## config.mk

```make
export PLATFORM = sky130hd
export DESIGN_NAME = mem_stage
export DESIGN_NICKNAME = d
export VERILOG_FILES = /design/src/rtl/mem_stage.sv
export SDC_FILE = /design/constraint.sdc
export NUM_CORES = 1
export LEC_CHECK = 0
export ABC_CLOCK_PERIOD_IN_PS = 7900
export CORE_ASPECT_RATIO = 1.5
export CORE_UTILIZATION = 35
export DETAILED_ROUTE_END_ITERATION = 10
export GPL_ROUTABILITY_DRIVEN = 0
export GPL_TIMING_DRIVEN = 0
export PLACE_DENSITY_LB_ADDON = 0.3
export SYNTH_ARGS = -nofsm -noshare
export SYNTH_HDL_FRONTEND = slang
export SYNTH_SLANG_ARGS = --single-unit
export TNS_END_PERCENT = 30
```

## constraint.sdc

```tcl
create_clock -name clk -period 7.9 [get_ports clk]
set_input_delay 1.58 -clock clk [delete_from_list [all_inputs] [get_ports clk]]
set_output_delay 1.58 -clock clk [all_outputs]
set_load 0.05 [all_outputs]
```

## src/rtl/mem_stage.sv

```systemverilog
// mem_stage: latches execute bundles, runs data-memory ld/str over req/ack with timeout,
// and emits one registered writeback bundle per instruction.
module mem_stage #(
  parameter int TIMEOUT = 16
) (
  input  logic        clk,
  input  logic        rst,
  input  logic        ex_valid,
  output logic        ex_ready,
  input  logic [31:0] ex_result,
  input  logic [3:0]  ex_rd_num,
  input  logic [31:0] ex_rd_val,
  input  logic [31:0] ex_md,
  input  logic [31:0] ex_cpsr,
  input  logic        ex_taken,
  input  logic        ex_is_alu_op,
  input  logic        ex_is_cmp_op,
  input  logic        ex_is_jmp_op,
  input  logic        ex_is_ld_op,
  input  logic        ex_is_str_op,
  output logic        mem_req,
  output logic        mem_we,
  output logic [31:0] mem_addr,
  output logic [31:0] mem_wdata,
  input  logic [31:0] mem_rdata,
  input  logic        mem_ack,
  output logic        wb_valid,
  output logic        wb_reg_we,
  output logic [3:0]  wb_rd_num,
  output logic [31:0] wb_rd_val,
  output logic        wb_cpsr_we,
  output logic [31:0] wb_cpsr,
  output logic        wb_pc_we,
  output logic [31:0] wb_pc,
  output logic        mem_err
);
  localparam int CW = $clog2(TIMEOUT);
  localparam logic [CW-1:0] LAST = CW'(TIMEOUT - 1);
  typedef enum logic {IDLE, ACCESS} state_e;
  state_e state_q, state_d;
  logic [CW-1:0] cnt_q, cnt_d;
  logic [31:0] addr_q, addr_d, wdata_q, wdata_d;
  logic [3:0] rd_q, rd_d;
  logic we_q, we_d, err_q, err_d;
  logic wb_valid_q, wb_valid_d, wb_reg_we_q, wb_reg_we_d, wb_cpsr_we_q, wb_cpsr_we_d, wb_pc_we_q, wb_pc_we_d;
  logic [3:0] wb_rd_num_q, wb_rd_num_d;
  logic [31:0] wb_rd_val_q, wb_rd_val_d, wb_cpsr_q, wb_cpsr_d, wb_pc_q, wb_pc_d;
  logic is_mem, is_alu, is_cmp, is_jmp, accept, done, abort;
  // Class priority ld > str > alu > cmp > jmp; no flag set means NOP.
  assign is_mem = ex_is_ld_op || ex_is_str_op;
  assign is_alu = !is_mem && ex_is_alu_op;
  assign is_cmp = !is_mem && !ex_is_alu_op && ex_is_cmp_op;
  assign is_jmp = !is_mem && !ex_is_alu_op && !ex_is_cmp_op && ex_is_jmp_op;
  assign accept = ex_valid && ex_ready;
  assign done   = mem_req && mem_ack;
  assign abort  = mem_req && !mem_ack && cnt_q == LAST;
  always_ff @(posedge clk or posedge rst) begin
    if (rst) state_q <= IDLE;
    else     state_q <= state_d;
  end
  always_comb begin
    state_d = (state_q == IDLE) ? ((accept && is_mem) ? ACCESS : IDLE)
                                : ((done || abort) ? IDLE : ACCESS);
  end
  always_comb begin
    ex_ready = (state_q == IDLE) && !rst;
    mem_req  = (state_q == ACCESS);
  end
  always_comb begin
    cnt_d        = mem_req ? cnt_q + 1'b1 : '0;
    addr_d       = accept ? ex_result : addr_q;
    wdata_d      = accept ? ex_rd_val : wdata_q;
    we_d         = accept ? !ex_is_ld_op : we_q;
    rd_d         = accept ? ex_rd_num : rd_q;
    err_d        = err_q || abort;
    wb_valid_d   = (accept && !is_mem) || done || abort;
    wb_reg_we_d  = (accept && is_alu) || (done && !we_q);
    wb_cpsr_we_d = accept && is_cmp;
    wb_pc_we_d   = accept && is_jmp && ex_taken;
    wb_rd_num_d  = wb_valid_d ? (mem_req ? rd_q : ex_rd_num) : wb_rd_num_q;
    wb_rd_val_d  = (accept && is_alu) ? ex_result : (done && !we_q) ? mem_rdata : wb_rd_val_q;
    wb_cpsr_d    = (accept && is_cmp) ? ex_cpsr : wb_cpsr_q;
    wb_pc_d      = (accept && is_jmp) ? ex_md : wb_pc_q;
  end
  always_ff @(posedge clk or posedge rst) begin
    if (rst) begin
      cnt_q        <= '0;
      addr_q       <= '0;
      wdata_q      <= '0;
      we_q         <= 1'b0;
      rd_q         <= '0;
      err_q        <= 1'b0;
      wb_valid_q   <= 1'b0;
      wb_reg_we_q  <= 1'b0;
      wb_cpsr_we_q <= 1'b0;
      wb_pc_we_q   <= 1'b0;
      wb_rd_num_q  <= '0;
      wb_rd_val_q  <= '0;
      wb_cpsr_q    <= '0;
      wb_pc_q      <= '0;
    end else begin
      cnt_q        <= cnt_d;
      addr_q       <= addr_d;
      wdata_q      <= wdata_d;
      we_q         <= we_d;
      rd_q         <= rd_d;
      err_q        <= err_d;
      wb_valid_q   <= wb_valid_d;
      wb_reg_we_q  <= wb_reg_we_d;
      wb_cpsr_we_q <= wb_cpsr_we_d;
      wb_pc_we_q   <= wb_pc_we_d;
      wb_rd_num_q  <= wb_rd_num_d;
      wb_rd_val_q  <= wb_rd_val_d;
      wb_cpsr_q    <= wb_cpsr_d;
      wb_pc_q      <= wb_pc_d;
    end
  end
  // Address, direction and store data stay at zero through reset because the captures do.
  assign mem_we     = we_q && mem_req;
  assign mem_addr   = addr_q;
  assign mem_wdata  = wdata_q;
  assign mem_err    = err_q;
  assign wb_valid   = wb_valid_q;
  assign wb_reg_we  = wb_reg_we_q;
  assign wb_cpsr_we = wb_cpsr_we_q;
  assign wb_pc_we   = wb_pc_we_q;
  assign wb_rd_num  = wb_rd_num_q;
  assign wb_rd_val  = wb_rd_val_q;
  assign wb_cpsr    = wb_cpsr_q;
  assign wb_pc      = wb_pc_q;
endmodule

```

==> results.toml, run 1 <==
[logic_synthesis]
synth_fp_nets = 797
syn_area_mm2 = 0.007136
yosys_warnings = 0
synthCells = 622
ys_seq_area_share_pct = 62.77
ys.flop_type = "dfrtp_1"
synth.avg_cell_area_um2 = 11.47
synth_top_area_share_pct = 62.77
synth_cell_types = 35
synth_edf_count = 0
synth_top_area_cell = "dfrtp_1"
ys_ff_latch = 179
async_reset_ff_share_pct = 100.0
yosys-top-cells-area = "dfrtp_1 63%, mux2_2 11%, nand2_1 11%, mux2i_1 4.1%, nand4_1 2.5%"

[place]
portBuffers = 344
dpl.cell_count = 1227
dp_hpwl_mm = 16.18
dp_slack_ns = 3.178

[worst_setup_path]
r2r-start = "mem_req$_DFF_PP0_"
path_max_fanout = 4
path_delay_family = "buffers and inverters"
path_cells = "clkdlybuf4s50_1 -> nor2_1 -> clkdlybuf4s50_1"
cp.arrival_ns = 3.14
crit_top_cell = "clkdlybuf4s50_1"
cp-end-kind = "output pin"
ff2ff_path_depth = 4
rr_endpoint = "wb_cpsr[13]$_DFFE_PP0P_"
r2r_slack_ns = 5.90
crit_type = "in2out"
slowest_stage = "clkdlybuf4s50_1"
cp_num_buf_inv = 2
cp_slowest_stage_delay_ns = 0.83
required_ns = 6.32
crit_path_start_kind = "input port"

[final_layout]
antennaDiodeCount = 0
final_cell_count_no_fill = 1259
post-route-util_pct = 57.99
regArea_mm2 = 0.004479
fill_cells = 1721
multi_input_area_mm2 = 0.002470
nNetsFinal = 1161
syn_to_final_growth_pct = 61.42
drive_gt1_share_pct = 12.11

[timing]
rsz0062_at_grt = "no"
hold_viol_final = 0
setup_ws_ns = 3.180
worstMarginPinSlew_ns = 0.6423
finalSetupTns_ns = 0
slew_violations = 0
timing.final.crit_share_pct = 59.74
fmaxAchievable_ghz = 0.2119
relSlewSlack_pct = 57.18
fin_skew_ns = 0.006997
final-setup-viol-count = 0
finalCriticalPeriod_ns = 4.720

[clocking]
cts_buffer_depth = 2
cts_buffers = 17
tritoncts = "built"
cts_sinks = 179
cts_root_buf = "clkbuf_16"
ctsResizeCount = 0
postCtsSetupRepairBufs = 0
hold_buffers = 0
clk_latency_ns = 0.44
htreeDepth = 4
cts.reportedPaths.clkPinSlew_ns = 0.06

[global_routing]
grt_pass1_wl_mm = 33.11
grt_max_degree = 94
gr-usage-all-layers_pct = 20.91
overflow = 0
grt_antenna_before_repair = 0
grt_pass1_vias = 6163

[pwr]
p_leak_nw = 5.372
ir_drop_mv = 0.1581
p_per_area_mw_per_mm2 = 297.5
power_mw = 3.427

[detailed_routing]
ant_nets = 0
drt_wl_total_mm = 21.54
drc = 0
drt_first_iter_violations = 253
viasPerCell = 4.733
vias = 5959
drt_first_pass_iters = 4
wire_per_inst_um = 17.10

[floorplanning]
top_level_ports = 346
die_h_um = 176.9
core_area_mm2 = 0.01986
start_util_pct = 35.92
die_w_um = 118.6
dieArea_mm2 = 0.02097
fp-row-count = 63

[worst_hold_path]
hp-start = "mem_wdata[4]$_DFFE_PP0P_"
holdCritPathClass = "reg2reg"
whs_endpoint = "mem_wdata[4]$_DFFE_PP0P_"
hold_depth = 2

[run]
drv_cap = 0

[run_status]
outcome = "finished clean"
[tightest hold or removal path, cell delays in order (launching register included)]
cell	delay (ns)
dfrtp_1	0.34
nand2_1	0.05
nand2_1	0.05
[logic make-up after synthesis]
group	count (synthesis)	share of synthesized area [%]
buffers and inverters	43	2.613
xor gates and xnor gates	2	0.2455
muxes	101	15.43
AOI/OAI and AO/OA	38	3.034
and+or+nand+nor	258	15.73
DFF	179	62.77
adders and majority gates	1	0.1753
[metrics by stage]
stage / instance area, µm² / hold WS, ns
after CTS: 11520 / 0.4772
after floorplan: 7136 / 0.4317
final: 11520 / 0.4697
after detailed placement: 10940 / 0.4616
after global placement: 10900 / 0.4551
after global routing: 11520 / 0.4891
[power breakdown]
group | switching [mW] | internal (mW)
Clock | 0.361 | 0.475
Combinational | 0.900 | 0.490
Sequential | 0.0981 | 1.10
[cells in the mapped netlist, types with 2 or more instances]
library cell / n
and3_1: 2
nand4_1: 29
inv_1: 4
mux2i_1: 29
buf_2: 11
nand2_1: 205
nand3_1: 2
o21ai_0: 30
clkbuf_1: 25
nor2_1: 3
mux2_2: 72
a221o_1: 3
and2_1: 7
dfrtp_1: 179
[cell type report]
type                    instances  area share (%)
flip-flops and latches        179           38.89
clock inverters                11           1.119
repair buffers                345           30.13
well taps                     260           2.824
plain buffers                  39           1.488
multi-input cells             400           21.44
clock buffers                  21           3.911
inverters                       4          0.1955
[placed cells by master (no fill, tap or decap), types with 11 or more instances in the layout]
cell and n:
mux2_2 72, dfrtp_1 179, nand2_1 205, clkbuf_16 17, mux2i_1 29, o21ai_0 30, clkdlybuf4s50_1 344, clkbuf_1 28
buf_2 11, nand4_1 29
[per-layer routing]
layer / track usage, % / up-vias / part of all wire, % / wire (µm)
li1: - / 2809 / - / -
met1: 23.71 / 2887 / 39 / 8293
met2: 36.45 / 221 / 53 / 11340
met3: 5.992 / 42 / 5.5 / 1185
met4: 9.230 / 0 / 3.3 / 716
met5: 0 / - / 0 / 0
[how the worst max path moves through the flow]
stage	startpoint	depth (start not counted)	end
2_1_floorplan	rst	1	cnt_q[0]$_DFF_PP0_
6_report	rst	3	ex_ready
3_3_place_gp	rst	2	wb_pc[29]$_DFFE_PP0P_
4_1_cts	rst	3	ex_ready
3_5_place_dp	rst	3	ex_ready
5_1_grt	rst	3	ex_ready
[flip-flops by register name, summed over array words and instances, names as in the netlist]
| name | count |
|---|---|
| mem_req | 1 |
| cnt_q | 4 |
| wb_rd_num | 4 |
| wb_reg_we | 1 |
| wb_pc_we | 1 |
| mem_addr | 32 |
| mem_err | 1 |
| wb_cpsr_we | 1 |
| wb_pc | 32 |
| wb_valid | 1 |
| mem_wdata | 32 |
| we_q | 1 |
| rd_q | 4 |
| wb_cpsr | 32 |
| wb_rd_val | 32 |
Note: power is estimated with default switching activity, not from simulation.
==> inputs of run 2 (changes only) <==
--- a/config.mk
+++ b/config.mk
@@ -5,7 +5,7 @@
 export SDC_FILE = /design/constraint.sdc
 export NUM_CORES = 1
 export LEC_CHECK = 0
-export ABC_CLOCK_PERIOD_IN_PS = 7900
+export ABC_CLOCK_PERIOD_IN_PS = 4800
 export CORE_ASPECT_RATIO = 1.5
 export CORE_UTILIZATION = 35
 export DETAILED_ROUTE_END_ITERATION = 10
==> constraint.sdc (replaced) <==
create_clock -name clk -period 4.8 [get_ports clk]
set_input_delay 0.96 -clock clk [delete_from_list [all_inputs] [get_ports clk]]
set_output_delay 0.96 -clock clk [all_outputs]
set_load 0.05 [all_outputs]
==> run 2 against run 1 <==
  * Critical path depth unchanged
  * Via count is 0.32% higher
  * Critical endpoint unchanged
  * Global-route usage increased by 0.89 points
  * Final cell count hardly changed
  * Clock-buffer cell count did not move
==> results.toml, run 2 (synthesis gave the netlist of run 1 again) <==
[final_layout]
fill_cells = 1703
syn_to_final_growth_pct = 62.60
layout_commonest_cell = "clkdlybuf4s50_1"
layout_common_cells = "344 x clkdlybuf4s50_1, 205 x nand2_1, 179 x dfrtp_1"
post-route-util_pct = 58.41
antennaDiodeCount = 0
drive_gt1_share_pct = 12.30
nNetsFinal = 1164

[timing]
relSlewSlack_pct = 53.60
fin_skew_ns = 0.007273
finalCriticalPeriod_ns = 3.448
rsz0062_at_grt = "no"
timing.final.crit_share_pct = 71.84
fin_hold_ws_ns = 0.4643
fmaxAchievable_ghz = 0.2900
slew_violations = 0
final-setup-viol-count = 0
worstMarginPinSlew_ns = 0.6945
hold_viol_final = 0
setup_ws_ns = 1.352

[worst_hold_path]
holdCritPathClass = "reg2reg"

[pwr]
p_per_area_mw_per_mm2 = 495.1
ir_drop_mv = 0.3410
p_leak_nw = 5.420

[detailed_routing]
drt_first_iter_violations = 269
wire_per_inst_um = 17.54
drt_first_pass_iters = 4
vias = 5978
drc = 0
viasPerCell = 4.744
ant_nets = 0
drt_wl_total_mm = 22.10

[global_routing]
overflow = 0
grt_antenna_before_repair = 0
gr-usage-all-layers_pct = 21.80
grt_pass1_vias = 6374
grt_max_degree = 42
grt_pass1_wl_mm = 34.67

[worst_setup_path]
crit_top_cell = "clkdlybuf4s50_1"
cp_slowest_stage_delay_ns = 0.83
slowest_stage = "clkdlybuf4s50_1"
cp.arrival_ns = 2.49
path_cells = "clkdlybuf4s50_1 -> nor2_1 -> clkdlybuf4s50_1"
crit_path_start_kind = "input port"
cp-end-kind = "output pin"
path_max_fanout = 4
crit_type = "in2out"
required_ns = 3.84

[floorplanning]
fp-row-count = 63
top_level_ports = 346
die_h_um = 176.9
start_util_pct = 35.92
core_area_mm2 = 0.01986
dieArea_mm2 = 0.02097
die_w_um = 118.6

[clocking]
hold_buffers = 0
tritoncts = "built"
ctsResizeCount = 0
clk_latency_ns = 0.43
postCtsSetupRepairBufs = 0
cts.reportedPaths.clkPinSlew_ns = 0.06
cts_buffer_depth = 2
htreeDepth = 4
cts_sinks = 179
cts_root_buf = "clkbuf_16"
cts_buffers = 17

[run]
drv_cap = 0

[run_status]
outcome = "finished clean"

[place]
portBuffers = 344
dp_hpwl_mm = 16.77
dp_slack_ns = 1.367
[run 2: cell count changes in the layout (fill, tap and decap cells not counted)]
cell        previous run  this run
buf_16                 1         0
bufinv_16              2         4
clkinvlp_4             5         3
inv_8                  1         0
clkbuf_8               1         2
clkinv_2               1         2
clkinv_4               2         0
buf_12                 0         4
clkbuf_1              28        27
[run 2: critical path: cells and delay by family]
| family | cells | cell delay (ns) |
|---|---|---|
| simple gates | 1 | 0.17 |
| buf+inv | 2 | 1.36 |
[run 2: area by class of cell]
class / count / area, µm² / share of cell area (%)
flip-flops and latches: 179 / 4479 / 38.61
repair buffers: 348 / 3523 / 30.37
multi-input cells: 400 / 2470 / 21.29
clock buffers: 21 / 460.4 / 3.969
well taps: 260 / 325.3 / 2.804
plain buffers: 39 / 171.4 / 1.477
clock inverters: 9 / 153.9 / 1.326
inverters: 4 / 18.77 / 0.1618
[run 2: path summary, 6_finish.rpt]
check | startpoint | endpoint | slack [ns] | cells past startpoint
min in group asynchronous | rst | wb_valid$_DFF_PP0_ | 1.13 | 2
max | rst | ex_ready | 1.35 | 3
max in group asynchronous | rst | mem_addr[18]$_DFFE_PP0P_ | 2.77 | 4
min | cnt_q[0]$_DFF_PP0_ | cnt_q[0]$_DFF_PP0_ | 0.46 | 1
min reg2reg | cnt_q[0]$_DFF_PP0_ | cnt_q[0]$_DFF_PP0_ | 0.46 | 1
max reg2reg | mem_req$_DFF_PP0_ | wb_cpsr[19]$_DFFE_PP0P_ | 2.83 | 4
[run 2: report_power, final]
| part | switching, mW | internal (mW) |
|---|---|---|
| logic | 1.48 | 0.810 |
| clock network | 0.578 | 0.894 |
| registers | 0.165 | 1.81 |
[run 2: per-layer routing]
metal / share of wire, % / track usage (%) / vias to the layer above
met5: 0 / 0 / -
met2: 53 / 37.96 / 218
met4: 3.4 / 10.44 / 0
met3: 5.9 / 5.767 / 44
li1: - / - / 2816
met1: 38 / 24.74 / 2900
[run 2: metrics by stage]
step           area, µm²  power [mW]  cells  TNS [ns]
6_report           11600       5.745   1260         0
5_1_grt            11600       5.980   1260         0
4_1_cts            11600       5.803   1260         0
3_5_place_dp       10990       4.308   1230         0
3_3_place_gp       10910       4.273   1226    -29.29
2_1_floorplan       7139       3.393    622         0
